## config.mk

```make
export PLATFORM = sky130hd
export DESIGN_NAME = mem_arbiter
export DESIGN_NICKNAME = d
export VERILOG_FILES = /design/src/rtl/mem_arb_pkg.sv /design/src/rtl/sync_2ff.sv /design/src/rtl/mem_arbiter.sv
export SDC_FILE = /design/constraint.sdc
export NUM_CORES = 1
export LEC_CHECK = 0
export CORE_MARGIN = 2
export CORE_UTILIZATION = 41
export DETAILED_ROUTE_END_ITERATION = 7
export GPL_ROUTABILITY_DRIVEN = 0
export PLACE_DENSITY = 0.81
export SETUP_SLACK_MARGIN = 0.05
export SYNTH_ARGS = -nofsm -noshare
export SYNTH_HDL_FRONTEND = slang
export SYNTH_SLANG_ARGS = --single-unit
```

## constraint.sdc

```tcl
create_clock -name clk -period 2.4 [get_ports clk]
set_clock_uncertainty 0.1 [all_clocks]
set_input_delay 0.36 -clock clk [delete_from_list [all_inputs] [get_ports clk]]
set_output_delay 0.36 -clock clk [all_outputs]
set_load 0.02 [all_outputs]
```

## src/rtl/mem_arb_pkg.sv

```systemverilog
// rtl/mem_arb_pkg.sv - shared state encoding and port/op constants for the memory arbiter
package mem_arb_pkg;

  typedef enum logic [1:0] {
    IDLE  = 2'd0,
    ISSUE = 2'd1,
    DONE  = 2'd2
  } state_t;

  localparam logic PORT_A = 1'b0;
  localparam logic PORT_B = 1'b1;

  localparam logic OP_RD = 1'b0;
  localparam logic OP_WR = 1'b1;

endpackage

```

## src/rtl/sync_2ff.sv

```systemverilog
// rtl/sync_2ff.sv - 1-bit two-flop synchronizer for level signals from the memory clock domain
module sync_2ff (
  input  logic clk,
  input  logic reset,
  input  logic d,
  output logic q
);

  logic meta;

  always_ff @(posedge clk) begin
    if (!reset) begin
      meta <= 1'b0;
      q    <= 1'b0;
    end else begin
      meta <= d;
      q    <= meta;
    end
  end

endmodule

```

## src/rtl/mem_arbiter.sv

```systemverilog
// rtl/mem_arbiter.sv - two-port round-robin arbiter sequencing word requests onto the req/fin memory handshake
module mem_arbiter
  import mem_arb_pkg::*;
#(
  parameter int TIMEOUT = 1024
) (
  input  logic        clk,
  input  logic        reset,
  input  logic        a_req,
  input  logic        a_we,
  input  logic [31:0] a_addr,
  input  logic [31:0] a_wdata,
  output logic        a_ack,
  output logic        a_err,
  output logic [31:0] a_rdata,
  input  logic        b_req,
  input  logic        b_we,
  input  logic [31:0] b_addr,
  input  logic [31:0] b_wdata,
  output logic        b_ack,
  output logic        b_err,
  output logic [31:0] b_rdata,
  output logic        mem_wr_req,
  output logic        mem_rd_req,
  output logic [31:0] mem_addr,
  output logic [31:0] mem_wdata,
  input  logic        mem_wr_fin,
  input  logic        mem_rd_fin,
  input  logic [31:0] mem_rd_data
);

  localparam int            CW   = $clog2(TIMEOUT + 1);
  localparam logic [CW-1:0] TLIM = CW'(TIMEOUT - 1);

  state_t        state, state_nxt;
  logic          gnt_port;
  logic          op;
  logic          last;
  logic          armed;
  logic [CW-1:0] tcnt;
  logic          wr_fin_s, rd_fin_s, fin_s;

  logic          grant, finish, expire;
  logic          g_port, g_we;
  logic [31:0]   g_addr, g_wdata;

  sync_2ff u_wr_fin_sync (
    .clk   (clk),
    .reset (reset),
    .d     (mem_wr_fin),
    .q     (wr_fin_s)
  );

  sync_2ff u_rd_fin_sync (
    .clk   (clk),
    .reset (reset),
    .d     (mem_rd_fin),
    .q     (rd_fin_s)
  );

  assign fin_s = (op == OP_WR) ? wr_fin_s : rd_fin_s;

  always_ff @(posedge clk) begin
    if (!reset) state <= IDLE;
    else        state <= state_nxt;
  end

  always_comb begin
    state_nxt = state;
    grant     = 1'b0;
    finish    = 1'b0;
    expire    = 1'b0;
    g_port    = PORT_A;
    case (state)
      IDLE: begin
        if (a_req || b_req) begin
          grant     = 1'b1;
          state_nxt = ISSUE;
          if (a_req && b_req) g_port = (last == PORT_A) ? PORT_B : PORT_A;
          else if (a_req)     g_port = PORT_A;
          else                g_port = PORT_B;
        end
      end
      ISSUE: begin
        // A fin seen high before it has been seen low belongs to the previous op.
        if (armed && fin_s) begin
          finish    = 1'b1;
          state_nxt = DONE;
        end else if (tcnt == TLIM) begin
          expire    = 1'b1;
          state_nxt = IDLE;
        end
      end
      DONE:    state_nxt = IDLE;
      default: state_nxt = IDLE;
    endcase
  end

  always_comb begin
    g_we    = a_we;
    g_addr  = a_addr;
    g_wdata = a_wdata;
    if (g_port == PORT_B) begin
      g_we    = b_we;
      g_addr  = b_addr;
      g_wdata = b_wdata;
    end
  end

  always_ff @(posedge clk) begin
    if (!reset) begin
      gnt_port   <= PORT_A;
      op         <= OP_RD;
      last       <= PORT_B;
      armed      <= 1'b0;
      tcnt       <= '0;
      mem_wr_req <= 1'b0;
      mem_rd_req <= 1'b0;
      mem_addr   <= '0;
      mem_wdata  <= '0;
      a_ack      <= 1'b0;
      a_err      <= 1'b0;
      a_rdata    <= '0;
      b_ack      <= 1'b0;
      b_err      <= 1'b0;
      b_rdata    <= '0;
    end else begin
      a_ack <= 1'b0;
      a_err <= 1'b0;
      b_ack <= 1'b0;
      b_err <= 1'b0;

      if (grant) begin
        gnt_port   <= g_port;
        last       <= g_port;
        op         <= g_we ? OP_WR : OP_RD;
        armed      <= 1'b0;
        tcnt       <= '0;
        mem_addr   <= g_addr;
        mem_wdata  <= g_wdata;
        mem_wr_req <= g_we;
        mem_rd_req <= !g_we;
      end

      if (state == ISSUE) begin
        tcnt <= tcnt + 1'b1;
        if (!fin_s) armed <= 1'b1;
      end

      if (finish || expire) begin
        mem_wr_req <= 1'b0;
        mem_rd_req <= 1'b0;
        if (gnt_port == PORT_A) begin
          a_ack <= 1'b1;
          a_err <= expire;
        end else begin
          b_ack <= 1'b1;
          b_err <= expire;
        end
      end

      if (finish && op == OP_RD) begin
        if (gnt_port == PORT_A) a_rdata <= mem_rd_data;
        else                    b_rdata <= mem_rd_data;
      end
    end
  end

endmodule

```

* After elaboration in Yosys (flattened, before gate mapping)
Index checks and enable logic that the tools add are counted.
** Word-level totals
- Output and inout bits :: 134
- Input port bits :: 168
- Word-level logic and storage cells :: 72
- Flip-flop bits (word level) :: 155
** Cells by class
- Equal/unequal tests :: 4
- Bitwise gates (word level) :: 4
- $add $sub $neg :: 1
- Muxes and demuxes :: 28
- Reductions and logical operators :: 15
** Operators by type and width (number)
- 32-bit two-way mux :: 2
- 11-bit two-way mux :: 2
- 1-bit two-way mux :: 20
- 11-bit by 1-bit adder with 11-bit output (second input constant) :: 1
- 11-bit by 10-bit equality test with 1-bit output (second input constant) :: 1
- 2-bit AND reduction :: 4
- 2-bit two-way mux :: 3
- 1-bit NOT :: 4
- 2-bit case mux with 2 select lines :: 1
- 1-bit logical AND :: 3
- 3-bit inequality test (second input constant) :: 1
- 3-bit AND reduction :: 1
- 3-bit OR reduction :: 1
- 2-bit by 1-bit equality test with 1-bit output (second input constant) :: 1
- 2-bit logical NOT :: 1
- 1-bit logical OR :: 2
- 2-bit inequality test (second input constant) :: 1
- 2-bit nonzero test :: 1
- 2-bit OR reduction :: 1
- 1-bit logical NOT :: 1

* Depth between registers and ports, before layout
Gate-level depths: netlist of the first run.
- Depth in word-level cells :: 7
- Gate-level depth with buffers :: 7
- Mapped depth without buffers :: 5

* By module
From an unflattened synthesis of the first run, not the netlist that was laid out.
** Second synthesis, totals
- Cell total of the unflattened synthesis :: 690
- Area, all modules :: 6118.4 um^2
** By module, submodules not included
- mem_arbiter :: seq. area each 3022.9 um^2, cells each 682, times used 1, area each 6013.3 um^2
- sync_2ff :: seq. area each 40.0 um^2, cells each 4, times used 2, area each 52.6 um^2

* Least setup slack after synthesis of the first run
OpenSTA, ideal clock, no wires.
- Kind :: flip-flop to flip-flop
- Start :: register state[0]
- End :: register tcnt[7]
- Setup slack :: 0.739 ns
- Required time :: 2.185 ns
- Arrival :: 1.447 ns
- Library setup time :: 0.115 ns
- Buffers on the path :: 3
- Cell stages (with the launch flop) :: 8
- Cells stage by stage :: dfxtp_1 -> or2_1 -> buf_2 -> or2_1 -> buf_6 -> buf_6 -> and3_1 -> o21a_1
** Between the ends
- Longest elaborated chain between the ends :: 3
- Elaborated cells on any way between the ends :: 5
- Those cells by class :: eq/ne: 1; mux: 2; reduce/logical: 2
** Ends and longest elaborated chain
- start, declared :: line mem_arbiter.sv:35 : state_t state, state_nxt;
- start signal, assigned :: line mem_arbiter.sv:65 : else state <= state_nxt;
- 2-bit logical NOT :: line mem_arbiter.sv:74 : case (state)
- 1-bit two-way mux :: line mem_arbiter.sv:74
- 2-bit nonzero test (no source line)
- end signal, assigned :: line mem_arbiter.sv:146 : tcnt <= tcnt + 1'b1;
- end, declared :: line mem_arbiter.sv:40 : logic [CW-1:0] tcnt;
Parallel ways exist; a longest one is shown, timed or not.
A chain may end at the register's enable or synchronous reset.

* Worst setup path in the final report of the first run
- Start :: register tcnt[0]
- End :: register mem_rd_req
** Between the ends
- Longest elaborated chain between the ends :: 6
** Ends and longest elaborated chain
- 11-bit by 10-bit equality test with 1-bit output :: line mem_arbiter.sv:89 : end else if (tcnt == TLIM) begin
- 1-bit two-way mux :: line mem_arbiter.sv:89
- 1-bit two-way mux :: line mem_arbiter.sv:86 : if (armed && fin_s) begin
- 1-bit two-way mux :: line mem_arbiter.sv:74
- 1-bit logical OR :: line mem_arbiter.sv:150 : if (finish || expire) begin
- 2-bit OR reduction (no source line)
- end signal, assigned :: line mem_arbiter.sv:142 : mem_rd_req <= !g_we;
- end, declared :: line mem_arbiter.sv:24 : output logic mem_rd_req,
No other way between the ends.

==> results.sh, run 1 <==
export IMPL_route_detailed_drc=0
export IMPL_crit_path_max_incr_delay_ps=420
export IMPL_p_int_mw=5.20
export IMPL_place_hpwl_um=13900
export IMPL_ys_warn_count=0
export IMPL_route_met3_wl_um=1690
export IMPL_ys_flop_type="dfxtp_1"
export IMPL_swShare_pct=25.3
export IMPL_clk_latency_ps=420
export IMPL_drv_slew=0
export IMPL_post_cts_buffers=0
export IMPL_syn_nets=800
export IMPL_start_util_pct=41.8
export IMPL_fp_coreArea_mm2=0.0151
export IMPL_numCtsBuffers=17
export IMPL_avgSynthCellArea_um2=9.99
export IMPL_synth_area_leader_cell="dfxtp_1"
export IMPL_hold_class="in -> reg"
export IMPL_clkPwrFrac_pct=40.8
export IMPL_crit_type="reg -> reg"
export IMPL_rows=45
export IMPL_crit_chain="ha_1 -> nand3_1 -> nor4_1 -> o21ai_0 -> and3b_1"
export IMPL_min_from="reset"
export IMPL_cts_max_path_buffers=2
export IMPL_die_area_mm2=0.0164
export IMPL_end_kind="register"
export IMPL_clkSlewWorstSetupHoldPaths_ps=60
export IMPL_areaGrowthSynthToFinish_pct=60.3
export IMPL_die_h_um=128
export IMPL_multi_input_area_mm2=0.00293
export IMPL_grt_overflow_total=0
export IMPL_numPortBuffers=301
export IMPL_grt_pass1_wl_um=29800
export IMPL_grt_usage_pct=23.4
export IMPL_crit_fanout=8
export IMPL_cp_slowest_cell="nor4_1"
export IMPL_power_density_mw_per_mm2=689
export IMPL_cts_tree="yes"
export IMPL_p_sw_mw=1.77
export IMPL_rsz0062_at_grt="false"
export IMPL_finalCritPeriodShare_pct=84.5
export IMPL_cts_root_buf="clkbuf_16"
export IMPL_numClockSinks=155
export IMPL_seq_power_share_pct=40.2
export IMPL_setup_violations=0
export IMPL_ir_drop_v=0.000479
export IMPL_layout_commonest_cell="clkdlybuf4s50_1"
export IMPL_startpoint_type="register"
export IMPL_vias_per_cell=5.17
export IMPL_synth_top_area_share_pct=49.2
export IMPL_worst_path_buf_inv=0
export IMPL_postCtsResizedCells=0
export IMPL_layout_common_cells="clkdlybuf4s50_1 (300), dfxtp_1 (155), nand2_1 (72)"
export IMPL_die_w_um=128
export IMPL_wire_per_inst_um=17.6
export IMPL_grt_start_max_net_pins=67
export IMPL_register_area_mm2=0.00310
export IMPL_tns_ps=0
export IMPL_cp_arrival_ps=2230
export IMPL_wirelength_um=19600
export IMPL_syn_area_mm2=0.00630
export IMPL_wl_met2_um=9290
export IMPL_combPwrFrac_pct=19.0
export IMPL_r2r_setup_slack_ps=370
export IMPL_cp_startpoint="tcnt[0]"
export IMPL_wl_met1_um=8050
export IMPL_relSlewSlack_pct=59.9
export IMPL_routed_top_layer="met4"
export IMPL_worst_pin_slew_ps=600
export IMPL_fill_cells=1215
export IMPL_ys_ff_latch=155
export IMPL_io_pins=302
export IMPL_max_cap_violations=0
export IMPL_p_leak_nw=4.00
export IMPL_drt_iter0_drc=274
export IMPL_fmax_mhz=493
export IMPL_grt_pass1_vias=5667
export IMPL_cp_required_ps=2600
export IMPL_synthArstFlopShare_pct=0
export IMPL_status="finished, final reports clean"
export IMPL_ys_types=40
export IMPL_nNetsFinal=1081
export IMPL_min_period_ps=2030
export IMPL_drt_first_pass_iters=4
export IMPL_h_tree_depth=4
export IMPL_syn_inst=631
export IMPL_antenna_found_initial=1
export IMPL_final_core_util_pct=67.0
export IMPL_drive_above_1_share_pct=5.51
export IMPL_synth_edf_count=0
export IMPL_ys_top_cells_by_area="dfxtp_1 (49%), mux2i_1 (11%), o221ai_1 (8.6%)"
export IMPL_finalHoldViolCount=0
export IMPL_ant_nets=0
export IMPL_cts_hold_buf=0
export IMPL_path_delay_family="simple AND/OR/NAND/NOR gates"
export IMPL_yosysSeqAreaShare_pct=49.2
export IMPL_num_vias=5760
export IMPL_r2r_start="tcnt[0]"
-- final cells by class --
cell class	count	share of cell area [%]
well taps	188	2.33
multi-input cells	420	29.0
repair buffers	317	31.7
diodes	1	0.0248
clock inverters	10	1.62
clock buffers	22	4.59
inverters	1	0.0371
flip-flops and latches	155	30.7
-- registers in the layout, summed over array words and instances (netlist names), 2 cells and up --
signal and count:
mem_wdata 32, state 2, b_rdata 32, mem_addr 32
a_rdata 32, tcnt 11
-- kinds of logic (layout without fill, tap and decap cells) --
kind of cell | count (synthesis) | count (layout) | synth area share [%]
adder cells (fa/ha/maj) | 1 | 1 | 0.198
AND/OR/NAND/NOR | 193 | 193 | 15.8
other | 0 | 1 | 0
multiplexers | 70 | 70 | 11.1
buffers and inverters | 56 | 350 | 4.45
flip-flops | 155 | 155 | 49.2
AO/OA/AOI/OAI | 156 | 156 | 19.3
-- power by group through the flow --
stage                     clock (mW)  sequential (mW)  combinational [mW]
after floorplan                    0             3.00               0.475
after global placement             0             2.85                1.31
after detailed placement           0             2.86                1.32
after CTS                       2.91             2.80                1.33
after global routing            3.01             2.82                1.41
final                           2.84             2.80                1.32
-- cell usage after synthesis (2+ instances only) --
| library cell | number |
|---|---|
| and3_1 | 2 |
| mux2i_1 | 69 |
| buf_2 | 11 |
| nor2b_1 | 69 |
| nor2_1 | 17 |
| buf_6 | 2 |
| a21boi_0 | 51 |
| nand4_1 | 4 |
| o21a_1 | 4 |
| dfxtp_1 | 155 |
| or2_1 | 2 |
| nand2_1 | 72 |
| nor4_1 | 2 |
| o221ai_1 | 62 |
| or3_1 | 2 |
| buf_4 | 11 |
| and2_1 | 7 |
| a21boi_1 | 16 |
| o21ai_0 | 9 |
| clkbuf_1 | 31 |
| nand3_1 | 7 |
| a21oi_1 | 8 |
-- worst reg2reg max path, stage by stage (launching register included) --
cell and delay [ps]:
dfxtp_1 410, ha_1 220, nand3_1 230, nor4_1 420
o21ai_0 270, and3b_1 260
-- worst paths after layout --
kind                      to  cells after the start
max               mem_rd_req                      5
min                     last                      2
max reg2reg       mem_rd_req                      5
min reg2reg  u_wr_fin_sync.q                      1
-- per-layer routing --
layer | track usage, % | vias up
li1 | - | 2826
met1 | 26.6 | 2686
met2 | 39.4 | 221
met3 | 9.10 | 27
met4 | 9.70 | 0
met5 | 0 | -
-- per-stage QoR --
step	std cells	power, mW	worst slack (ps)	area [um^2]	hold WS, ps
final	1114	6.97	372	10100	259
after floorplan	631	3.48	739	6300	312
after global routing	1114	7.24	211	10100	279
after detailed placement	1081	4.18	108	9480	324
after global placement	1081	4.16	144	9480	320
after CTS	1113	7.04	374	10100	243
No activity file was read; power rests on OpenSTA's default activity.
==> run 2: changes to the inputs <==
--- a/config.mk
+++ b/config.mk
@@ -6,10 +6,10 @@
 export NUM_CORES = 1
 export LEC_CHECK = 0
 export CORE_MARGIN = 2
-export CORE_UTILIZATION = 41
+export CORE_UTILIZATION = 37
 export DETAILED_ROUTE_END_ITERATION = 7
 export GPL_ROUTABILITY_DRIVEN = 0
-export PLACE_DENSITY = 0.81
+export PLACE_DENSITY = 0.77
 export SETUP_SLACK_MARGIN = 0.05
 export SYNTH_ARGS = -nofsm -noshare
 export SYNTH_HDL_FRONTEND = slang
==> constraint.sdc (replaced) <==
create_clock -name clk -period 1.7 [get_ports clk]
set_clock_uncertainty 0.1 [all_clocks]
set_input_delay 0.255 -clock clk [delete_from_list [all_inputs] [get_ports clk]]
set_output_delay 0.255 -clock clk [all_outputs]
set_load 0.02 [all_outputs]
==> run 2 against run 1 <==
Compared with the run above:
- critical path type unchanged
- core utilization is 3.7 points lower
- final area is 4.2% higher
- sequential share of layout area is 1.2 points lower
- largest cell class unchanged
- largest power group is now sequential cells
- clock power is 27% higher
- sequential power is 41% higher
- combinational power is 58% higher
- register-to-register slack worse by 350 ps
- non-clock buffer count is 35 higher
==> results.sh, run 2 (synthesis gave the netlist of run 1 again) <==
export IMPL_status="finished, final reports clean"
export IMPL_final_core_util_pct=63.3
export IMPL_r2r_setup_slack_ps=20
export IMPL_clk_latency_ps=410
export IMPL_end_kind="register"
export IMPL_place_hpwl_um=13900
export IMPL_numPortBuffers=301
export IMPL_die_w_um=135
export IMPL_drt_iter0_drc=247
export IMPL_whs_ps=115
export IMPL_numClockSinks=155
export IMPL_multi_input_area_mm2=0.00309
export IMPL_drt_first_pass_iters=5
export IMPL_hold_class="in -> reg"
export IMPL_startpoint_type="register"
export IMPL_cp_startpoint="state[0]"
export IMPL_min_period_ps=1680
export IMPL_reg2reg_to="mem_addr[29]"
export IMPL_drive_above_1_share_pct=11.9
export IMPL_ant_nets=0
export IMPL_route_detailed_drc=0
export IMPL_cts_tree="yes"
export IMPL_grt_pass1_wl_um=30400
export IMPL_worstRegToRegCells=7
export IMPL_worst_pin_slew_ps=439
export IMPL_cts_max_path_buffers=2
export IMPL_fp_coreArea_mm2=0.0166
export IMPL_die_h_um=135
export IMPL_fmax_mhz=595
export IMPL_areaGrowthSynthToFinish_pct=67.1
export IMPL_finalCritPeriodShare_pct=98.8
export IMPL_io_pins=302
export IMPL_layout_commonest_cell="clkdlybuf4s50_1"
export IMPL_cts_hold_buf=0
export IMPL_layout_common_cells="clkdlybuf4s50_1 (166), dfxtp_1 (153), dlygate4sd2_1 (134)"
export IMPL_cts_root_buf="clkbuf_16"
export IMPL_relSlewSlack_pct=70.7
export IMPL_grt_start_max_net_pins=60
export IMPL_setup_violations=0
export IMPL_num_vias=5964
export IMPL_rows=47
export IMPL_hold_depth=2
export IMPL_wire_per_inst_um=18.1
export IMPL_nNetsFinal=1116
export IMPL_grt_overflow_total=0
export IMPL_p_leak_nw=4.84
export IMPL_clkSlewWorstSetupHoldPaths_ps=60
export IMPL_antenna_found_initial=2
export IMPL_ir_drop_v=0.000680
export IMPL_power_density_mw_per_mm2=913
export IMPL_cp_required_ps=1900
export IMPL_crit_fanout=6
export IMPL_grt_usage_pct=21.4
export IMPL_wirelength_um=21300
export IMPL_numCtsBuffers=17
export IMPL_cp_arrival_ps=1880
export IMPL_die_area_mm2=0.0181
export IMPL_h_tree_depth=4
export IMPL_crit_type="reg -> reg"
export IMPL_drv_slew=0
export IMPL_r2r_start="state[0]"
export IMPL_worst_setup_path_endpoint="mem_addr[29]"
export IMPL_register_area_mm2=0.00311
export IMPL_grt_pass1_vias=5693
export IMPL_rsz0062_at_grt="true"
export IMPL_vias_per_cell=5.05
export IMPL_max_cap_violations=0
export IMPL_finalHoldViolCount=0
export IMPL_start_util_pct=37.9
export IMPL_fill_cells=1440
==> run 2: worst min path at each step <==
stage                             from                  to  slack (ps)
finish                           reset       mem_wdata[15]         110
global route                     reset       mem_wdata[10]         100
CTS                              reset       mem_wdata[15]         100
detailed placement  u_rd_fin_sync.meta     u_rd_fin_sync.q         320
global placement    u_rd_fin_sync.meta     u_rd_fin_sync.q         320
floorplan                   mem_rd_fin  u_rd_fin_sync.meta         280
==> run 2: metal layers <==
| metal | GRT usage [%] | vias to the layer above | part of all wire [%] |
|---|---|---|---|
| met1 | 25.2 | 2768 | 40 |
| met3 | 7.77 | 38 | 9.8 |
| met2 | 35.2 | 253 | 47 |
| met5 | 0 | - | 0 |
| li1 | - | 2905 | - |
| met4 | 9.12 | 0 | 3.3 |
==> run 2: power by group <==
part,internal [mW],switching (mW),total [mW]
clock network,2.06,1.54,3.60
registers,3.84,0.0990,3.94
logic,1.05,1.03,2.09
==> run 2: cell type report <==
type                       count  share of cell area [%]
clock inverter                12                    1.10
inverter                       1                  0.0356
sequential                   155                    29.5
clock buffer                  19                    4.21
antenna                        2                  0.0475
tap                          220                    2.61
multi-input combinational    420                    29.3
timing repair buffer         352                    33.2
==> run 2: worst max-delay path: stages, from the launching register on <==
cell and delay [ps]:
dfxtp_2 320, or2_4 270, buf_6 120, nor2_4 140
buf_6 160, buf_12 150, mux2i_2 220, a21oi_1 80
==> run 2: stage by stage <==
| step | power, mW | setup TNS (ps) | instance area, um^2 | cells | worst slack, ps |
|---|---|---|---|---|---|
| floorplan | 4.92 | 0 | 6320 | 631 | 63.2 |
| global placement | 5.93 | -15770 | 9660 | 1130 | -252 |
| detailed placement | 5.96 | -19520 | 9660 | 1130 | -333 |
| CTS | 9.51 | 0 | 10100 | 1166 | 4.52 |
| global route | 10.0 | -133 | 10500 | 1181 | -30.8 |
| finish | 9.62 | 0 | 10500 | 1181 | 20.2 |
==> run 2: timing repair <==
action,in CTS,in global routing
setup buffers,4,5
endpoints found under the setup margin,203,134
gates resized for setup,164,51
pin swaps,3,23
cloned,1,8
==> run 3: changes to the inputs <==
--- a/config.mk
+++ b/config.mk
@@ -5,7 +5,7 @@
 export SDC_FILE = /design/constraint.sdc
 export NUM_CORES = 1
 export LEC_CHECK = 0
-export CORE_MARGIN = 2
+export CAP_MARGIN = 20
 export CORE_UTILIZATION = 37
 export DETAILED_ROUTE_END_ITERATION = 7
 export GPL_ROUTABILITY_DRIVEN = 0
==> run 3 against run 2 <==
Compared with the run above:
- setup slack better by 65 ps
- cell count down 1.4%
- largest cell class unchanged
- non-clock buffer count down 15
- register-to-register slack better by 60 ps
- combinational power down 8%
- sequential power about the same
- via count down 2.3%
- largest power group unchanged
- clock power up 7.2%
- flip-flop and latch count unchanged
- die area down 3.0%
==> results.sh, run 3 (synthesis gave the netlist of run 1 again) <==
export IMPL_status="finished, final reports clean"
export IMPL_finalCritPeriodShare_pct=95.0
export IMPL_fmax_mhz=619
export IMPL_hold_class="in -> reg"
export IMPL_worstRegToRegCells=5
export IMPL_crit_fanout=32
export IMPL_die_area_mm2=0.0176
export IMPL_place_hpwl_um=13700
export IMPL_max_cap_violations=0
export IMPL_cp_required_ps=1910
export IMPL_cts_root_buf="clkbuf_16"
export IMPL_drv_slew=0
export IMPL_cts_max_path_buffers=2
export IMPL_wire_per_inst_um=17.1
export IMPL_start_util_pct=38.0
export IMPL_cp_slowest_cell="dfxtp_2"
export IMPL_p_int_mw=7.15
export IMPL_h_tree_depth=4
export IMPL_numClockSinks=155
export IMPL_clkSlewWorstSetupHoldPaths_ps=60
export IMPL_grt_usage_pct=21.4
export IMPL_drt_first_pass_iters=4
export IMPL_grt_pass1_vias=5545
export IMPL_io_pins=302
export IMPL_layout_commonest_cell="clkdlybuf4s50_1"
export IMPL_seq_power_share_pct=40.5
export IMPL_die_h_um=133
export IMPL_grt_start_max_net_pins=58
export IMPL_areaGrowthSynthToFinish_pct=63.9
export IMPL_dp_cells=1124
export IMPL_numCtsBuffers=17
export IMPL_finalHoldViolCount=0
export IMPL_clkPwrFrac_pct=39.7
export IMPL_fill_cells=1462
export IMPL_grt_overflow_total=0
export IMPL_wirelength_um=19900
export IMPL_fin_area_mm2=0.0103
export IMPL_nNetsFinal=1101
export IMPL_crit_chain="mux2_4 -> nand4_1 -> buf_12 -> mux2i_1 -> nor2b_1"
export IMPL_num_vias=5826
export IMPL_die_w_um=133
export IMPL_setup_violations=0
export IMPL_finalWorstSetupSlack_ps=85.2
export IMPL_n_antenna_cell=0
export IMPL_min_period_ps=1610
export IMPL_crit_path_max_incr_delay_ps=330
export IMPL_p_leak_nw=4.75
export IMPL_place_ws_ps=-226
export IMPL_drt_iter0_drc=267
export IMPL_numPortBuffers=301
export IMPL_cp_depth=5
export IMPL_swShare_pct=26.4
export IMPL_startpoint_type="register"
export IMPL_crit_type="reg -> reg"
export IMPL_ant_nets=0
export IMPL_fp_coreArea_mm2=0.0166
export IMPL_end_kind="register"
export IMPL_antenna_found_initial=0
export IMPL_combPwrFrac_pct=19.8
export IMPL_vias_per_cell=5.00
export IMPL_placed_area_mm2=0.00968
export IMPL_rsz0062_at_grt="true"
export IMPL_worst_path_buf_inv=1
export IMPL_final_core_util_pct=62.3
export IMPL_rows=47
export IMPL_route_detailed_drc=0
export IMPL_cp_arrival_ps=1820
export IMPL_power_density_mw_per_mm2=941
export IMPL_worst_pin_slew_ps=459
export IMPL_p_sw_mw=2.57
export IMPL_cts_tree="yes"
export IMPL_ir_drop_v=0.000562
export IMPL_layout_common_cells="clkdlybuf4s50_1 (166), dfxtp_1 (154), dlygate4sd2_1 (134)"
export IMPL_drive_above_1_share_pct=8.47
export IMPL_grt_pass1_wl_um=29700
export IMPL_path_delay_family="multiplexers"
export IMPL_stdcell_count=1165
export IMPL_relSlewSlack_pct=69.4
export IMPL_clk_latency_ps=410
export IMPL_tns_ps=0
export IMPL_hold_depth=2
==> run 3: cell count changes in the layout (fill, tap and decap cells not counted), moves of 3 or more <==
cell       previous run  this run
a21boi_0             14        48
a21boi_1             53        19
buf_12                8        14
buf_4                29        17
buf_6                 7         2
clkbuf_16            24        21
clkbuf_8              1         4
o221ai_1             47        62
o221ai_2             15         0
==> run 3: final cells by class <==
type                            instances  area [um^2]  area share (%)
Timing Repair Buffer                  337         3370            32.6
Clock inverter                         11          133            1.28
Multi-Input combinational cell        420         2970            28.7
Sequential cell                       155         3100            30.0
Inverter                                1         3.75          0.0363
Clock buffer                           21          480            4.65
Tap cell                              220          275            2.66
==> run 3: power by group through the flow <==
stage	registers, mW	logic [mW]	clock network (mW)
3_3_place_gp	4.02	1.93	0
3_5_place_dp	4.02	1.94	0
5_1_grt	3.96	2.05	4.10
6_report	3.94	1.92	3.86
4_1_cts	3.94	1.83	3.94
2_1_floorplan	4.24	0.676	0
==> run 3: per-layer routing <==
layer  GRT usage, %  part of all wire, %
met5              0                    0
met1           24.4                   41
met2           35.6                   48
met3           8.24                  8.3
met4           9.32                  2.9
==> run 3: through the flow <==
step / power [mW] / hold WS (ps)
6_report: 9.72 / 111
5_1_grt: 10.1 / 97.1
3_5_place_dp: 5.97 / 322
2_1_floorplan: 4.92 / 282
3_3_place_gp: 5.95 / 317
4_1_cts: 9.72 / 94.5
==> run 3: final timing paths <==
kind	slack, ps	end	from
worst min register to register	340	u_wr_fin_sync.q	u_wr_fin_sync.meta
worst max-delay path	90	b_rdata[19]	op
worst min-delay path	110	tcnt[2]	reset
worst max register to register	90	b_rdata[19]	op
==> run 3: what timing repair did <==
item | in CTS | in global routing
hold buffers | 0 | 0
buffers inserted | 1 | 4
resized for setup | 136 | 16
cloned | 0 | 4
pin swaps | 1 | 3
setup endpoints to repair | 176 | 82
